**src/rtl/instr_fetch_unit.sv**
```systemverilog
// ============================================================================
// Module      : instr_fetch_unit
// Description : Program-memory reader. Drives the byte address, assembles
//               variable-length instructions (opcode + 0..2 operands) and
//               hands them to execute over a valid/ready handshake. Accepts
//               PC redirects from execute.
//               Optional: define IFU_JMP_FOLD_EN to resolve JMP (8'h07)
//               inside the fetch unit instead of presenting it.
// Revision    : 1.0 - initial release
// ============================================================================
`default_nettype none

module instr_fetch_unit #(
  parameter logic [7:0] RESET_PC = 8'h00
) (
  input  logic       clk,
  input  logic       rst,
  output logic [7:0] pm_addr,
  input  logic [7:0] pm_data,
  output logic       instr_valid,
  input  logic       instr_ready,
  output logic [7:0] instr_opcode,
  output logic [7:0] instr_op1,
  output logic [7:0] instr_op2,
  output logic [1:0] instr_len,
  output logic [7:0] instr_pc,
  output logic       instr_illegal,
  input  logic       redirect_valid,
  input  logic [7:0] redirect_addr
);

  typedef enum logic [1:0] {
    FETCH_OP = 2'd0,
    FETCH_B1 = 2'd1,
    FETCH_B2 = 2'd2,
    HOLD     = 2'd3
  } state_t;

  localparam logic [7:0] c_OP_JMP = 8'h07;

  state_t     r_state;
  state_t     w_state_nxt;
  logic [7:0] r_pc;
  logic [7:0] r_opcode;
  logic [7:0] r_op1;
  logic [7:0] r_op2;
  logic [1:0] r_len;
  logic [7:0] r_ipc;
  logic       r_illegal;
  logic [1:0] w_dec_len;
  logic       w_dec_illegal;
  logic       w_fold_jmp;

  // Length/legality decode of the byte currently on the memory bus
  always_comb begin
    w_dec_len     = 2'd1;
    w_dec_illegal = 1'b0;
    case (pm_data)
      8'h00:   w_dec_len = 2'd3;
      8'h01:   w_dec_len = 2'd2;
      8'h03:   w_dec_len = 2'd2;
      8'h06:   w_dec_len = 2'd3;
      8'h07:   w_dec_len = 2'd2;
      8'h12:   w_dec_len = 2'd1;
      default: w_dec_illegal = 1'b1;
    endcase
  end

`ifdef IFU_JMP_FOLD_EN
  // JMP target byte is on the bus during FETCH_B1; take it as the new PC
  assign w_fold_jmp = (r_state == FETCH_B1) && (r_opcode == c_OP_JMP);
`else
  assign w_fold_jmp = 1'b0;
`endif

  // State register
  always_ff @(posedge clk or posedge rst) begin
    if (rst) r_state <= FETCH_OP;
    else     r_state <= w_state_nxt;
  end

  // Next-state logic; an external redirect overrides every transition
  always_comb begin
    w_state_nxt = r_state;
    if (redirect_valid) begin
      w_state_nxt = FETCH_OP;
    end else begin
      case (r_state)
        FETCH_OP: w_state_nxt = (w_dec_len == 2'd1) ? HOLD : FETCH_B1;
        FETCH_B1: begin
          if (w_fold_jmp)            w_state_nxt = FETCH_OP;
          else if (r_len == 2'd2)    w_state_nxt = HOLD;
          else                       w_state_nxt = FETCH_B2;
        end
        FETCH_B2: w_state_nxt = HOLD;
        HOLD:     if (instr_ready) w_state_nxt = FETCH_OP;
        default:  w_state_nxt = FETCH_OP;
      endcase
    end
  end

  // PC and instruction assembly registers; fields stay frozen during HOLD
  always_ff @(posedge clk or posedge rst) begin
    if (rst) begin
      r_pc      <= RESET_PC;
      r_opcode  <= 8'h00;
      r_op1     <= 8'h00;
      r_op2     <= 8'h00;
      r_len     <= 2'd0;
      r_ipc     <= 8'h00;
      r_illegal <= 1'b0;
    end else if (redirect_valid) begin
      r_pc <= redirect_addr;
    end else begin
      case (r_state)
        FETCH_OP: begin
          r_opcode  <= pm_data;
          r_ipc     <= r_pc;
          r_op1     <= 8'h00;
          r_op2     <= 8'h00;
          r_len     <= w_dec_len;
          r_illegal <= w_dec_illegal;
          r_pc      <= r_pc + 8'd1;
        end
        FETCH_B1: begin
          r_op1 <= pm_data;
          r_pc  <= w_fold_jmp ? pm_data : (r_pc + 8'd1);
        end
        FETCH_B2: begin
          r_op2 <= pm_data;
          r_pc  <= r_pc + 8'd1;
        end
        default: ;
      endcase
    end
  end

  assign pm_addr       = r_pc;
  assign instr_valid   = (r_state == HOLD);
  assign instr_opcode  = r_opcode;
  assign instr_op1     = r_op1;
  assign instr_op2     = r_op2;
  assign instr_len     = r_len;
  assign instr_pc      = r_ipc;
  assign instr_illegal = r_illegal;

endmodule

`default_nettype wire

```
**config.mk**
```make
export PLATFORM = sky130hd
export DESIGN_NAME = instr_fetch_unit
export DESIGN_NICKNAME = d
export VERILOG_FILES = /design/src/rtl/instr_fetch_unit.sv
export SDC_FILE = /design/constraint.sdc
export NUM_CORES = 1
export LEC_CHECK = 0
export CAP_MARGIN = 40
export CELL_PAD_IN_SITES_DETAIL_PLACEMENT = 1
export CELL_PAD_IN_SITES_GLOBAL_PLACEMENT = 1
export CORE_ASPECT_RATIO = 1.5
export CORE_MARGIN = 2
export CORE_UTILIZATION = 38
export CTS_CLUSTER_SIZE = 40
export DETAILED_ROUTE_END_ITERATION = 7
export PLACE_DENSITY_LB_ADDON = 0.15
export SYNTH_ARGS = -nofsm -noshare
export SYNTH_HDL_FRONTEND = slang
export SYNTH_SLANG_ARGS = --single-unit
```
**constraint.sdc**
```tcl
create_clock -name clk -period 3.4 [get_ports clk]
set_clock_uncertainty 0.15 [all_clocks]
set_input_delay 0.34 -clock clk [delete_from_list [all_inputs] [get_ports clk]]
set_output_delay 0.34 -clock clk [all_outputs]
set_load 0.01 [all_outputs]
```
==> results.py <==
metrics = {
    "logic_synthesis": {
        "post-synth-top-count-cell": "dfrtp_1",
        "synthFlopType": "dfrtp_1",
        "netlist_top_cells_area": "dfrtp_1, mux2_2, nand2_1",
        "avgSynthCellArea_um2": 11.7,
        "yosys_warnings": 0,
        "yosysUniqueCellTypes": 34,
        "yosysSeqAreaShare": 0.562,
        "syn_inst": 171,
        "synthesis.area_um2": 2000,
        "yosys.area.top_type": "dfrtp_1",
        "yosysTopAreaCellShare": 0.562,
        "synth-async-reset-ratio": 1.00,
        "synth_edf_count": 0,
        "synth-seq-cells": 45,
        "synth_common_cells": "dfrtp_1, nand2_1, o21ai_0",
        "syn_nets": 198,
    },
    "power": {
        "intPower_mw": 1.59,
        "pwr-share-seq": 0.378,
        "pwr-share-clk": 0.175,
        "power_density_nw_per_um2": 848,
        "vdd.ir_drop.worst_v": 0.000411,
        "power_mw": 2.39,
        "netSwitchingFraction": 0.335,
        "p_switching_mw": 0.801,
        "pwr-share-comb": 0.447,
        "power_leakage_nw": 1.18,
    },
    "drt": {
        "routed_wl_um": 5560,
        "dr.pass1.iters": 4,
        "wl_per_cell_um": 18.2,
        "drcViolationCount": 0,
        "avgViaCountPerCell": 5.15,
        "antenna_left": 0,
        "first_iter_violations": 34,
        "vias": 1570,
    },
    "final_layout": {
        "final_area_um2": 2820,
        "syn2layout_area_growth_pct": 40.9,
        "diodes": 0,
        "seqCellArea_um2": 1130,
        "fillers": 590,
        "multi_input_area_um2": 825,
        "drive_gt1_frac": 0.135,
        "finalNetCount": 263,
    },
    "clock_tree": {
        "post_cts_buffers": 0,
        "clk_pin_slew_ps": 80,
        "clock-sinks": 45,
        "cts_buffer_depth": 2,
        "cts-root-buf": "clkbuf_8",
        "ctsResizeCount": 0,
        "htree_levels": 2,
        "cts_made_buffers": 5,
        "cts_tree": "yes",
        "postCtsHoldBufs": 0,
        "clock_latency_ps": 290,
    },
    "floorplan": {
        "row_count": 32,
        "die-area_um2": 5880,
        "initial_utilization": 0.391,
        "pin_count": 64,
        "chipWidth_um": 63.3,
        "die_h_um": 92.9,
        "core_area_um2": 5120,
    },
    "setup_path": {
        "reg2reg_to": "instr_opcode[0]",
        "r2r_setup_slack_ps": 1140,
        "setup.worst_path.end_class": "register",
        "crit_path_start_kind": "register",
        "crit_type": "reg -> reg",
        "r2r-start": "r_state[1]",
        "path_max_fanout": 12,
        "worst_ep_arrival_time_ps": 2300,
        "reg2reg_depth": 5,
        "crit_required_ps": 3440,
    },
    "timing": {
        "finalCriticalPeriod_ps": 2260,
        "max_freq_mhz": 442,
        "hold_violations": 0,
        "fin_tns_setup_ps": 0,
        "setup_violations": 0,
        "rsz0062_at_grt": "false",
        "period_share": 0.665,
        "max_slew_margin": 0.440,
        "tightest_slew_ps": 834,
        "setup_ws_ps": 1140,
        "maxSlewViolCount": 0,
    },
    "place": {
        "dpl.hpwl_um": 4290,
        "pre_cts_slack_ps": 1060,
        "portBuffers": 63,
        "gp_congestion": 0.761,
        "dpl-instance-area_um2": 2700,
    },
    "global_route": {
        "grt_overflow_total": 0,
        "grt_pass1_vias": 1828,
        "grt_use_total": 0.208,
        "antenna_found_initial": 0,
        "grt_max_degree": 25,
        "grt_first_pass_wirelength_um": 9440,
    },
    "min_path": {
        "min_path_type": "in -> async",
    },
    "run": {
        "maxCapViolations": 0,
    },
    "run_status": {
        "status": "complete, no violations",
    },
}
## layer usage
layer / global-route usage / share of wire / up-vias
met4: 0.0652 / 0.015 / 0
met1: 0.212 / 0.37 / 790
met3: 0.0413 / 0.047 / 8
met2: 0.413 / 0.57 / 48
met5: 0 / 0 / -
li1: - / - / 724
## critical path: stages (launching register included)
cell and delay, ps:
dfrtp_1 450, inv_1 170, ha_1 190, nor2b_2 540, buf_4 300, mux2_2 350
## cell families (layout without fill, tap and decap cells)
kind of cell             count (synthesis)  in the layout  synth area share
AO/OA/AOI/OAI                           32             32             0.106
XOR/XNOR                                 6              6            0.0262
adder cells (fa/ha/maj)                  7              7            0.0437
buffers and inverters                   12             78            0.0269
flip-flops                              45             45             0.562
multiplexers                            17             17            0.0950
AND/OR/NAND/NOR                         52             52             0.139
## power groups by stage
stage | Sequential, mW | Combinational, mW | Clock (mW)
after floorplan | 0.974 | 0.416 | 0
after global placement | 0.899 | 1.03 | 0
after detailed placement | 0.911 | 1.08 | 0
after CTS | 0.907 | 1.09 | 0.429
after global routing | 0.939 | 1.16 | 0.452
final | 0.904 | 1.07 | 0.418
## through the flow
stage          utilization  instances  hold WS (ps)
2_1_floorplan            -        171           286
6_report             0.550        305           267
4_1_cts              0.550        305           272
3_3_place_gp         0.528        297           318
5_1_grt              0.550        305           299
3_5_place_dp         0.528        297           326
## registers in the layout, indices dropped and copies added, names as in the netlist
register / flops
instr_opcode: 8
instr_pc: 8
instr_len: 2
instr_illegal: 1
r_state: 2
instr_op2: 8
pm_addr: 8
instr_op1: 8
## cells in the final DEF (no fill, tap or decap), types with 2 or more instances in the layout
master / instances
clkdlybuf4s50_1: 63
inv_1: 3
a22o_1: 8
nor2_1: 3
mux2_2: 16
nand4_1: 2
nand2_1: 27
nor3b_2: 2
nor3_1: 2
dfrtp_1: 45
xnor2_1: 2
o21ai_0: 17
nand3_1: 2
ha_1: 7
o21bai_1: 2
buf_4: 3
a31oi_1: 2
nor2b_1: 4
xor2_1: 4
clkbuf_8: 6
## worst max-delay path by stage
stage	start	end	slack [ps]
detailed placement	redirect_valid	instr_opcode[0]	1060
finish	r_state[1]	instr_opcode[0]	1140
floorplan	r_state[0]	instr_opcode[4]	1630
CTS	r_state[1]	instr_opcode[0]	1120
global placement	redirect_valid	instr_opcode[3]	1150
global route	r_state[1]	instr_opcode[0]	970
## cell type report
type,count,share of cell area
Sequential cell,45,0.399
Multi-Input combinational cell,114,0.292
Timing Repair Buffer,66,0.232
Clock buffer,7,0.0306
Tap cell,68,0.0302
Clock inverter,1,0.0106
Inverter,4,0.00532
Note: power is estimated with default switching activity, not from simulation.
==> edit: new RTL, config.mk and constraints unchanged <==
Re-encode `state_t` (4 states) as one-hot, 4 bits wide.
--- a/src/rtl/instr_fetch_unit.sv
+++ b/src/rtl/instr_fetch_unit.sv
@@ -29,11 +29,11 @@
   input  logic [7:0] redirect_addr
 );
 
-  typedef enum logic [1:0] {
-    FETCH_OP = 2'd0,
-    FETCH_B1 = 2'd1,
-    FETCH_B2 = 2'd2,
-    HOLD     = 2'd3
+  typedef enum logic [3:0] {
+    FETCH_OP = 4'b0001,
+    FETCH_B1 = 4'b0010,
+    FETCH_B2 = 4'b0100,
+    HOLD     = 4'b1000
   } state_t;
 
   localparam logic [7:0] c_OP_JMP = 8'h07;
Formal check against the unedited RTL: no difference found for any inputs over 10 cycles, from zero or initial values and one cycle with rst high; not proved beyond that.
==> edit against the unedited design <==
- fmax shrank 6.8%
- sequential cell count rose by 2
- wire length fell by 3.1%
- clock power down 15%
- critical endpoint is now instr_valid
- power decreased by 31%
- synthesized cell count down 2.3%
- worst setup slack got worse by 0.16 ns
- sequential power shrank 17%
- global-route usage shrank 1.8 points
- final area up 3.4%
- synthesized area grew 6.8%
- count of clock-buffer cells in the layout did not move
- hold slack got worse by 0.14 ns
==> edit: results (changes against the unedited design) <==
\begin{tabular}{lr}
\hline
Metric & Value \\
\hline
\multicolumn{2}{l}{\textbf{Timing}} \\
Number of setup violations in the final report & 0 (unchanged) \\
Tightest slew margin relative to the limit & 60.7\% (+17 points) \\
\multicolumn{2}{l}{\textbf{Drt}} \\
DR vias/cell & 5.31 (+3.2\%) \\
Routed wire per std cell & 17.9 µm (-2.1\%) \\
DRC violation total after the first TritonRoute iteration & 54 (+59\%) \\
\multicolumn{2}{l}{\textbf{Global routing}} \\
Global-route wire length before repair & 8800 µm (-6.8\%) \\
Pin count of the biggest net entering global routing & 38 (+52\%) \\
GRT Resource Usage Total & 18.9\% (-1.8 points) \\
Number of antenna violations at the first check in global routing & 0 (unchanged) \\
Via count of the first global-routing pass & 1,750 (-4.3\%) \\
\multicolumn{2}{l}{\textbf{Synth}} \\
Most used DFF post-synth & sky130\_fd\_sc\_hd\_\_dfrtp\_1 \\
Leading post-synthesis cells by cell area & sky130\_fd\_sc\_hd\_\_dfrtp\_1, sky130\_fd\_sc\_hd\_\_mux2\_2, sky130\_fd\_sc\_hd\_\_a22o\_1 \\
Ranking of synthesized cells by instance count & sky130\_fd\_sc\_hd\_\_dfrtp\_1, sky130\_fd\_sc\_hd\_\_a22o\_1, sky130\_fd\_sc\_hd\_\_mux2\_2 \\
Number of library cell types mapped by synthesis & 45 (+32\%) \\
Share of the yosys chip area belonging to registers & 55.1\% (-1.2 points) \\
Total nets after synthesis & 188 (-5.1\%) \\
\multicolumn{2}{l}{\textbf{Run status}} \\
Status & complete, no violations \\
\multicolumn{2}{l}{\textbf{Cells and area}} \\
Post-layout nets & 252 (-4.2\%) \\
Fill cell total of the finished layout & 605 (+2.5\%) \\
Fraction of final layout cells sized beyond drive strength 1 & 18.1\% (+4.6 points) \\
\multicolumn{2}{l}{\textbf{Placed design}} \\
Port bufs & 63 (unchanged) \\
Placement Setup Slack & 0.853 ns (-0.209 ns) \\
Global placement routability congestion & 0.759 (-0.20\%) \\
Detailed Place HPWL & 4140 µm (-3.4\%) \\
\multicolumn{2}{l}{\textbf{Worst setup path}} \\
Worst-path fanout max & 8 (-4) \\
Slowest cell on crit path & sky130\_fd\_sc\_hd\_\_clkdlybuf4s50\_1 \\
Data arrival time of the critical path & 1.94 ns (-0.36 ns) \\
Worst R2R Path Depth & 4 (-1) \\
Largest stage delay on the critical path & 0.62 ns (+0.08 ns) \\
\multicolumn{2}{l}{\textbf{Clocking}} \\
Post CTS Setup Buffer Count & 0 (unchanged) \\
H-tree lvl count & 2 (unchanged) \\
Cell at the root of the clock tree & sky130\_fd\_sc\_hd\_\_clkbuf\_8 \\
\multicolumn{2}{l}{\textbf{Pwr}} \\
Worst supply voltage drop on vdd & 0.300 mV (-27\%) \\
Leak pwr & 1.16 nW (-1.8\%) \\
\hline
\end{tabular}
## edit: path summary, 6_finish.rpt
| path | from | to | slack, ns |
|---|---|---|---|
| max | r_state[3]$_DFFE_PP0P_ | instr_valid | 0.97 |
| min | rst | instr_pc[3]$_DFFE_PP0P_ | 0.13 |
| max reg2reg | r_state[0]$_DFFE_PP1P_ | instr_opcode[7]$_DFFE_PP0P_ | 1.25 |
| min reg2reg | instr_op2[0]$_DFFE_PP0P_ | instr_op2[0]$_DFFE_PP0P_ | 0.36 |
| max in group asynchronous | rst | r_state[0]$_DFFE_PP1P_ | 2.42 |
| min in group clk | instr_op2[0]$_DFFE_PP0P_ | instr_op2[0]$_DFFE_PP0P_ | 0.36 |
## edit: cells by family after synthesis
| group | count (synthesis) | synth area share [%] |
|---|---|---|
| DFF | 47 | 55.1 |
| and+or+nand+nor | 45 | 13.9 |
| AOI/OAI and AO/OA | 41 | 14.8 |
| muxes | 18 | 9.95 |
| buffers and inverters | 13 | 3.98 |
| xor gates and xnor gates | 2 | 1.70 |
| adders and majority gates | 1 | 0.585 |
## edit: area by class of cell
cell class | count | area, µm² | share of cell area (%)
Clock buffer | 7 | 86.3 | 2.96
Clock inverter | 1 | 8.76 | 0.300
Inverter | 4 | 15.0 | 0.515
Multi-Input combinational cell | 107 | 876 | 30.0
Sequential cell | 47 | 1180 | 40.4
Tap cell | 70 | 87.6 | 3.00
Timing Repair Buffer | 66 | 666 | 22.8
## edit: layer usage
layer / global-route usage (%) / wire, µm
met5: 0 / 0
met4: 6.94 / 84
met3: 4.68 / 214
met2: 34.8 / 3010
met1: 20.9 / 2090
## edit: worst max-delay path: cells and delay by family, from the launching register on
kind | cells | cell delay (ns)
flops | 1 | 0.59
simple gates | 1 | 0.43
buf+inv | 1 | 0.62
## edit: stage by stage
stage | cell area [µm²] | total power, mW | instances
after global routing | 2920 | 1.76 | 302
after floorplan | 2140 | 1.03 | 167
after CTS | 2920 | 1.68 | 302
after detailed placement | 2820 | 1.33 | 294
after global placement | 2800 | 1.30 | 293
final | 2920 | 1.66 | 302
## edit: power by group
group	switching, mW	internal (mW)	total [mW]
Clock	0.188	0.167	0.355
Sequential	0.0867	0.664	0.751
Combinational	0.230	0.320	0.551
